File: config.mk
export PLATFORM = sky130hd
export DESIGN_NAME = uart_tx_param
export DESIGN_NICKNAME = d
export VERILOG_FILES = /design/src/rtl/uart_tx_param.sv
export SDC_FILE = /design/constraint.sdc
export NUM_CORES = 1
export LEC_CHECK = 0
export ABC_AREA = 0
export CORE_MARGIN = 2
export CORE_UTILIZATION = 56
export CTS_BUF_LIST = sky130_fd_sc_hd__clkbuf_8
export CTS_CLUSTER_SIZE = 24
export DETAILED_ROUTE_END_ITERATION = 8
export GPL_TIMING_DRIVEN = 0
export PLACE_DENSITY = 0.81
export SETUP_SLACK_MARGIN = 0.15
export SKIP_CTS_REPAIR_TIMING = 1
export SYNTH_ARGS = -nofsm -noshare
export SYNTH_HDL_FRONTEND = slang
export SYNTH_SLANG_ARGS = --single-unit
File: constraint.sdc
create_clock -name clk -period 2.2 [get_ports clk]
set_clock_uncertainty 0.05 [all_clocks]
set_input_delay 0.33 -clock clk [delete_from_list [all_inputs] [get_ports clk]]
set_output_delay 0.33 -clock clk [all_outputs]
set_load 0.01 [all_outputs]
File: src/rtl/uart_tx_param.sv
`default_nettype none
// ============================================================================
//  Module      : uart_tx_param
//  Description : Parameterised UART transmitter with clock enable. It sends
//                a start bit, DATA_W data bits (LSB first), an optional
//                even/odd parity bit and one or two stop bits. Every bit
//                lasts CLKS_PER_BIT enabled clock cycles.
//  Revision    : 1.0 - initial release
// ============================================================================
module uart_tx_param #(
    parameter int DATA_W       = 8,   // data bits per frame, 5..9
    parameter int CLKS_PER_BIT = 16,  // enabled cycles per serial bit, >= 2
    parameter int PARITY       = 0,   // 0 none, 1 even, 2 odd
    parameter int STOP_BITS    = 1    // 1 or 2
) (
    input  logic              clk,
    input  logic              reset,
    input  logic              en,
    input  logic [DATA_W-1:0] D,
    input  logic              baslat,
    output logic              y,
    output logic              mesgul,
    output logic              bitti
);

    localparam int BAUD_W = $clog2(CLKS_PER_BIT);
    localparam int BIT_W  = $clog2(DATA_W);

    localparam logic [BAUD_W-1:0] C_BAUD_LAST = BAUD_W'(CLKS_PER_BIT - 1);
    localparam logic [BIT_W-1:0]  C_DATA_LAST = BIT_W'(DATA_W - 1);
    localparam logic [BIT_W-1:0]  C_STOP_LAST = BIT_W'(STOP_BITS - 1);
    localparam bit                C_HAS_PAR   = (PARITY != 0);
    localparam bit                C_ODD_PAR   = (PARITY == 2);

    typedef enum logic [2:0] {
        S_IDLE  = 3'd0,
        S_START = 3'd1,
        S_DATA  = 3'd2,
        S_PAR   = 3'd3,
        S_STOP  = 3'd4
    } state_t;

    state_t              state_q,  state_d;
    logic [BAUD_W-1:0]   baud_q,   baud_d;
    logic [BIT_W-1:0]    bit_q,    bit_d;
    logic [DATA_W-1:0]   shreg_q,  shreg_d;
    logic                par_q,    par_d;
    logic                y_q,      y_d;
    logic                mesgul_q, mesgul_d;
    logic                bitti_q,  bitti_d;

    logic                baud_end;

    assign baud_end = (baud_q == C_BAUD_LAST);

    // Next-state logic: everything holds unless en=1; the done pulse defaults low.
    always_comb begin
        state_d = state_q;
        baud_d  = baud_q;
        bit_d   = bit_q;
        shreg_d = shreg_q;
        par_d   = par_q;
        bitti_d = 1'b0;

        case (state_q)
            S_IDLE: begin
                if (en && baslat) begin
                    state_d = S_START;
                    baud_d  = '0;
                    bit_d   = '0;
                    shreg_d = D;
                    par_d   = C_ODD_PAR ? ~(^D) : (^D);
                end
            end

            S_START: begin
                if (en) begin
                    if (baud_end) begin
                        baud_d  = '0;
                        bit_d   = '0;
                        state_d = S_DATA;
                    end else begin
                        baud_d = baud_q + 1'b1;
                    end
                end
            end

            S_DATA: begin
                if (en) begin
                    if (baud_end) begin
                        baud_d = '0;
                        if (bit_q == C_DATA_LAST) begin
                            bit_d   = '0;
                            state_d = C_HAS_PAR ? S_PAR : S_STOP;
                        end else begin
                            bit_d   = bit_q + 1'b1;
                            shreg_d = shreg_q >> 1;
                        end
                    end else begin
                        baud_d = baud_q + 1'b1;
                    end
                end
            end

            S_PAR: begin
                if (en) begin
                    if (baud_end) begin
                        baud_d  = '0;
                        bit_d   = '0;
                        state_d = S_STOP;
                    end else begin
                        baud_d = baud_q + 1'b1;
                    end
                end
            end

            S_STOP: begin
                if (en) begin
                    if (baud_end) begin
                        baud_d = '0;
                        if (bit_q == C_STOP_LAST) begin
                            bit_d   = '0;
                            state_d = S_IDLE;
                            bitti_d = 1'b1;
                        end else begin
                            bit_d = bit_q + 1'b1;
                        end
                    end else begin
                        baud_d = baud_q + 1'b1;
                    end
                end
            end

            // Unreachable encodings fall back to IDLE even while en=0.
            default: begin
                state_d = S_IDLE;
                baud_d  = '0;
                bit_d   = '0;
            end
        endcase
    end

    // Output decode from the next state so that y and mesgul are registered.
    always_comb begin
        y_d = 1'b1;
        case (state_d)
            S_START: y_d = 1'b0;
            S_DATA:  y_d = shreg_d[0];
            S_PAR:   y_d = par_d;
            default: y_d = 1'b1;
        endcase
        mesgul_d = (state_d != S_IDLE);
    end

    // State and output registers with synchronous reset.
    always_ff @(posedge clk) begin
        if (reset) begin
            state_q  <= S_IDLE;
            baud_q   <= '0;
            bit_q    <= '0;
            shreg_q  <= '0;
            par_q    <= 1'b0;
            y_q      <= 1'b1;
            mesgul_q <= 1'b0;
            bitti_q  <= 1'b0;
        end else begin
            state_q  <= state_d;
            baud_q   <= baud_d;
            bit_q    <= bit_d;
            shreg_q  <= shreg_d;
            par_q    <= par_d;
            y_q      <= y_d;
            mesgul_q <= mesgul_d;
            bitti_q  <= bitti_d;
        end
    end

    assign y      = y_q;
    assign mesgul = mesgul_q;
    assign bitti  = bitti_q;

endmodule
`default_nettype wire

Word-level counts from Yosys, hierarchy flattened
Cells that the tools add are included.
{"block": "op_classes", "add_sub_neg": 2, "n_eq_ne": 18, "n_mux": 35, "bitwise_logic": 3, "n_reduce_logical": 12}
{"operator": "3-bit two-way mux", "n": 20}
{"operator": "8-bit two-way mux", "n": 4}
{"operator": "8-bit one-hot mux with 2 select lines", "n": 1}
{"operator": "3-bit one-hot mux with 5 select lines", "n": 1}
{"operator": "3-bit by 2-bit equality test with 1-bit output (second input constant)", "n": 4}
{"operator": "4-bit two-way mux", "n": 3}
{"operator": "2-bit inequality test (second input constant)", "n": 6}
{"operator": "3-bit one-hot mux with 4 select lines", "n": 1}
{"operator": "4-bit one-hot mux with 2 select lines", "n": 1}
{"operator": "4-bit OR reduction", "n": 2}
{"operator": "8-bit XOR reduction", "n": 1}
{"operator": "7-bit AND reduction", "n": 1}
{"operator": "3-bit by 1-bit equality test with 1-bit output (second input constant)", "n": 2}
{"operator": "3-bit equality test (second input constant)", "n": 2}
{"operator": "3-bit zero test", "n": 2}
{"operator": "2-bit by 1-bit inequality test with 1-bit output (second input constant)", "n": 3}
{"operator": "5-bit AND reduction", "n": 1}
{"operator": "4-bit by 1-bit adder with 4-bit output (second input constant)", "n": 1}
{"operator": "4-bit equality test (second input constant)", "n": 1}
{"operator": "3-bit by 1-bit adder with 3-bit output (second input constant)", "n": 1}
{"operator": "1-bit two-way mux", "n": 3}
{"operator": "1-bit NOT", "n": 3}
{"operator": "1-bit one-hot mux with 3 select lines", "n": 1}
{"operator": "3-bit nonzero test", "n": 1}
{"operator": "4 further kinds", "n": 4}
{"block": "word_totals", "register_bits": 22, "elab_cells": 79}

Longest topological paths before layout
Gate-level depths: netlist (run 1).
{"block": "depth", "depth_word": 7, "ltp_mapped": 7, "mapped_depth_nobuf": 7}

Least setup slack after synthesis (run 1)
No wires, ideal clock.
{"block": "synth_timing", "path_type": "register to register", "start": "register bit_q[0]", "end": "register y_q, in the netlist y", "setup_ns": 0.137, "arrival_time_ns": 1.486, "required_time_ns": 2.013, "setup_slack_ns": 0.527, "stages_incl_launch_ff": 7, "period_less_slack_ns": 1.673, "path_cell_list": "dfxtp_1 > ha_1 > ha_1 > nor4_4 > nor3b_1 > o21ai_1 > o311ai_1"}
{"block": "synth_between", "elab_chain_len": 7}
{"item": "from (decl)", "line": "45", "source": "logic [BIT_W-1:0] bit_q, bit_d;"}
{"item": "from (signal assigned)", "line": "169", "source": "bit_q <= bit_d;"}
{"item": "3-bit equality test or 3-bit zero test (tied branches)", "line": "92, 121"}
{"item": "3-bit two-way mux (on tied branches)", "line": "92, 121"}
{"item": "3-bit two-way mux (on tied branches)", "line": "90, 119"}
{"item": "3-bit two-way mux (on tied branches)", "line": "89, 118"}
{"item": "3-bit one-hot mux with 5 select lines", "line": "65", "source": "case (state_q)"}
{"item": "3-bit by 2-bit equality test with 1-bit output or 3-bit by 1-bit equality test with 1-bit output (tied branches)", "line": "146", "source": "case (state_d)"}
{"item": "1-bit one-hot mux with 3 select lines *", "line": "146"}
{"item": "to (signal assigned)", "line": "172", "source": "y_q <= y_d;"}
{"item": "to (decl)", "line": "48", "source": "logic y_q, y_d;"}
Mark *: on every way between the ends. The rest lies on a longest branch, timed or not. The select of a mux whose other input is x is not followed.
A chain may end at the register's enable or synchronous reset.

Worst setup path in the final report (run 1)
{"block": "layout_timing", "start": "register baud_q[0]", "end": "register shreg_q[7]"}
{"block": "layout_between", "elab_chain_len": 3}
{"item": "from (decl)", "line": "44", "source": "logic [BAUD_W-1:0] baud_q, baud_d;"}
{"item": "from (signal assigned)", "line": "168", "source": "baud_q <= baud_d;"}
{"item": "4-bit equality test", "line": "54", "source": "assign baud_end = (baud_q == C_BAUD_LAST);"}
{"item": "2-bit inequality test (no source line)"}
{"item": "5-bit AND reduction (no source line)"}
{"item": "to (signal assigned)", "line": "170", "source": "shreg_q <= shreg_d;"}
{"item": "to (decl)", "line": "46", "source": "logic [DATA_W-1:0] shreg_q, shreg_d;"}
No other way between the ends.

==> results of run 1 <==
==> worst max-delay path, cell delays in order (launching register included) <==
cell     delay [ns]
dfxtp_1        0.38
ha_1           0.25
nand4_2        0.21
nor4_4         0.54
nor2_2         0.16
a22oi_1        0.18
nor2_1         0.05
==> cell type report <==
type | count | area, um^2
buffer | 4 | 40.0
clock buffer | 3 | 41.3
clock inverter | 1 | 30.0
fill | 169 | 543
inverter | 5 | 18.8
multi-input combinational | 96 | 674
sequential | 22 | 440
tap | 27 | 33.8
timing repair buffer | 14 | 140
==> synthesized netlist by cell type (2+ instances only) <==
| cell | count | area (um^2) |
|---|---|---|
| a31oi_1 | 3 | 18.8 |
| nand2_1 | 10 | 37.5 |
| a22oi_1 | 7 | 52.6 |
| nand3_1 | 2 | 10.0 |
| buf_6 | 2 | 22.5 |
| nand2b_1 | 2 | 12.5 |
| dfxtp_1 | 22 | 440 |
| o21ai_0 | 2 | 10.0 |
| nor2_1 | 16 | 60.1 |
| a21oi_1 | 11 | 55.1 |
| nor3_1 | 3 | 15.0 |
| nor3b_1 | 2 | 15.0 |
| inv_1 | 5 | 18.8 |
| xnor2_1 | 8 | 70.1 |
| mux2i_1 | 3 | 30.0 |
| ha_1 | 4 | 50.1 |
==> worst min path at each step <==
stage / cells past startpoint / slack (ns) / startpoint / to
6_report: 2 / 0.41 / shreg_q[3]$_SDFFE_PP0P_ / shreg_q[3]$_SDFFE_PP0P_
5_1_grt: 2 / 0.44 / shreg_q[3]$_SDFFE_PP0P_ / shreg_q[3]$_SDFFE_PP0P_
4_1_cts: 2 / 0.41 / shreg_q[3]$_SDFFE_PP0P_ / shreg_q[3]$_SDFFE_PP0P_
3_5_place_dp: 2 / 0.40 / shreg_q[3]$_SDFFE_PP0P_ / shreg_q[3]$_SDFFE_PP0P_
3_3_place_gp: 2 / 0.39 / shreg_q[3]$_SDFFE_PP0P_ / shreg_q[3]$_SDFFE_PP0P_
2_1_floorplan: 1 / 0.36 / reset / bitti$_SDFF_PP0_
==> power by group through the flow <==
stage | sequential (W) | combinational [W] | clock (W)
floorplan | 0.000429 | 0.0000841 | 0
global placement | 0.000429 | 0.000127 | 0
detailed placement | 0.000429 | 0.000129 | 0
CTS | 0.000420 | 0.000131 | 0.000384
global route | 0.000422 | 0.000143 | 0.000398
finish | 0.000420 | 0.000131 | 0.000381
==> metal layers <==
| layer | GRT usage (%) | vias to the layer above | wire [um] |
|---|---|---|---|
| met3 | 2.73 | 3 | 48 |
| met5 | 0 | - | 0 |
| met4 | 8.33 | 0 | 28 |
| met1 | 28.5 | 458 | 1180 |
| met2 | 31.6 | 12 | 1100 |
| li1 | - | 488 | - |
==> state kept, by name, indices dropped and copies added, names as in the netlist <==
register  flops
state_q       3
bitti         1
shreg_q       8
par_q         1
y             1
mesgul        1
bit_q         3
baud_q        4
==> cell families after synthesis <==
| group | Yosys count |
|---|---|
| buffers and inverters | 9 |
| adders and majority gates | 4 |
| muxes | 3 |
| DFF | 22 |
| AOI/OAI and AO/OA | 33 |
| and+or+nand+nor | 47 |
| xor gates and xnor gates | 9 |
==> per-stage QoR <==
| stage | hold slack, ns | util (%) | instances |
|---|---|---|---|
| 2_1_floorplan | 0.357 | - | 127 |
| 3_3_place_gp | 0.392 | 68.7 | 168 |
| 3_5_place_dp | 0.397 | 68.7 | 168 |
| 4_1_cts | 0.409 | 72.3 | 172 |
| 5_1_grt | 0.436 | 72.3 | 172 |
| 6_report | 0.410 | 72.3 | 172 |
==> results.md, run 1 <==
- Status: finished, final reports clean
- Syn Area/Cell: 9.24 um^2
- Buffers added on ports: 14
- Initial Util: between 50% and 60%
- Power Total: 0.000931 W
- Die area: about 2500 um^2
- Tcrit/Tclk final: between 80 and 90%
- Clk_lat worst skew: 0.27 ns
- Critical path capture point type: flop
- Post-route ant nets: 0
- Syn-to-layout area delta: 20.9%
- FF+latch count, synth: 22
- Slew headroom: 63.1%
- Slew of the pin with the lowest slew margin: between 0.5 and 0.6 ns
- # clock sinks: 22
- Wire per inst: around 14 um
- Worst R2R Start: baud_q[0]$_SDFFE_PP0P_
- Detailed Route WL: 2.36 mm
- Worst R2R Path Depth: 6
- Initial antenna violation count: 0
- Num ports: 15
- Dpl ws: roughly 0.033 ns
- Drt drc: 0
- RSZ-0062 raised after global routing: false
- Share of power burned in combinational logic: roughly 14%
- Setup TNS: 0 ns
- Clk slew on worst S/H paths: 0.08 ns
- Synth Area in Compound Gates: 20.5%
- Largest net degree at the start of global routing: 14
- CP max FO: 9
- WS Path Type: reg -> reg
- Maximum VDD drop: between 0.5 and 0.6 mV
- Core Footprint: 1960 um^2
- Chip height: 49.8 um
- Post-synthesis cell area: 1170 um^2
- Number of flops mapped to enable cells by yosys: 0
- Fin. Hold Viols: 0
- Reg2reg setup slack: 0.25 ns
- CTS tree: built
- Mux contribution to synthesized area: approximately 2.6%
- Initial DRC count: 38
- Clock Tree Root: clkbuf_8
- Synth cell types: slightly above 40
- Worst endpoint required time: 2.30 ns
- Fraction of registers with async set or reset after synthesis: 0%
- XOR/XNOR share of the synthesized area: under 10%
- Net Switching: 0.000207 W
- Endpoints failing setup: 0
- Via count: 961
- Num CTS Buffers: 3
- Worst min path class: reg -> reg
- CP startpoint: baud_q[0]$_SDFFE_PP0P_
- Startpoint Class: flop
- Total congestion overflow: 0
- Row count: 16
- Ys flop type: dfxtp_1
- GRT Resource Usage Total: 20.4%
- P_int: 0.000725 W
- Placer Congestion: 0.846
- Fraction of layout instances using a drive strength above 1: 13.1%
- Final net count: 162
- Horiz. Die Dim: 49.8 um
- Leakage: 0.494 nW
- Drt via density: 5.59
- Slew Limit Fails: 0
- Adder-Cell Fraction of Synth Area: 4.26%
- Largest family of logic cells by synthesized area: simple AND/OR/NAND/NOR gates
- Number of diodes: 0
- Syn Inst Count: 127
- Seq pwr share: 45.1%
- Clock power frac: 40.9%
- Reg2reg end: shreg_q[7]$_SDFFE_PP0P_
- Synth warn: 0
- Maxcap violations: 0
- Vias in the first global route: 869
- Commonest cells after routing, fill and taps aside: 22 x dfxtp_1, 16 x nor2_1, 14 x clkdlybuf4s50_1, 11 x a21oi_1, 10 x nand2_1
- Sw Ratio: between 20% and 30%
- Worst Setup EP: shreg_q[7]$_SDFFE_PP0P_
- Hpwl dp: 1.64 mm
- Drt pass-1 iters: 4
- DP Area: 1350 um^2
- Fmax: 0.514 GHz
- Net Count, Synth: 143
- Most common cell after layout, fill and taps aside: dfxtp_1
- H-tree levels: 1
- Global-route wire length before repair: around 3.9 mm
- Power Density: 656 nW/um^2
- Finished Cell Area: roughly 1400 um^2
- Clk buf depth: 2
- Crit path DAT: 2.05 ns
- Sequential share of the synthesized area: 37.5%
- Post-synthesis simple-gate area fraction: 23.5%
- Period minus WS final: 1.95 ns
- Final worst slack: 0.253 ns
No activity file was read; power rests on OpenSTA's default activity.
==> inputs of run 2 (changes only) <==
- SLEW_MARGIN: unset -> 25
==> results of run 2 <==
Same layout as run 1: the final DEF is identical, and so are final timing and power.
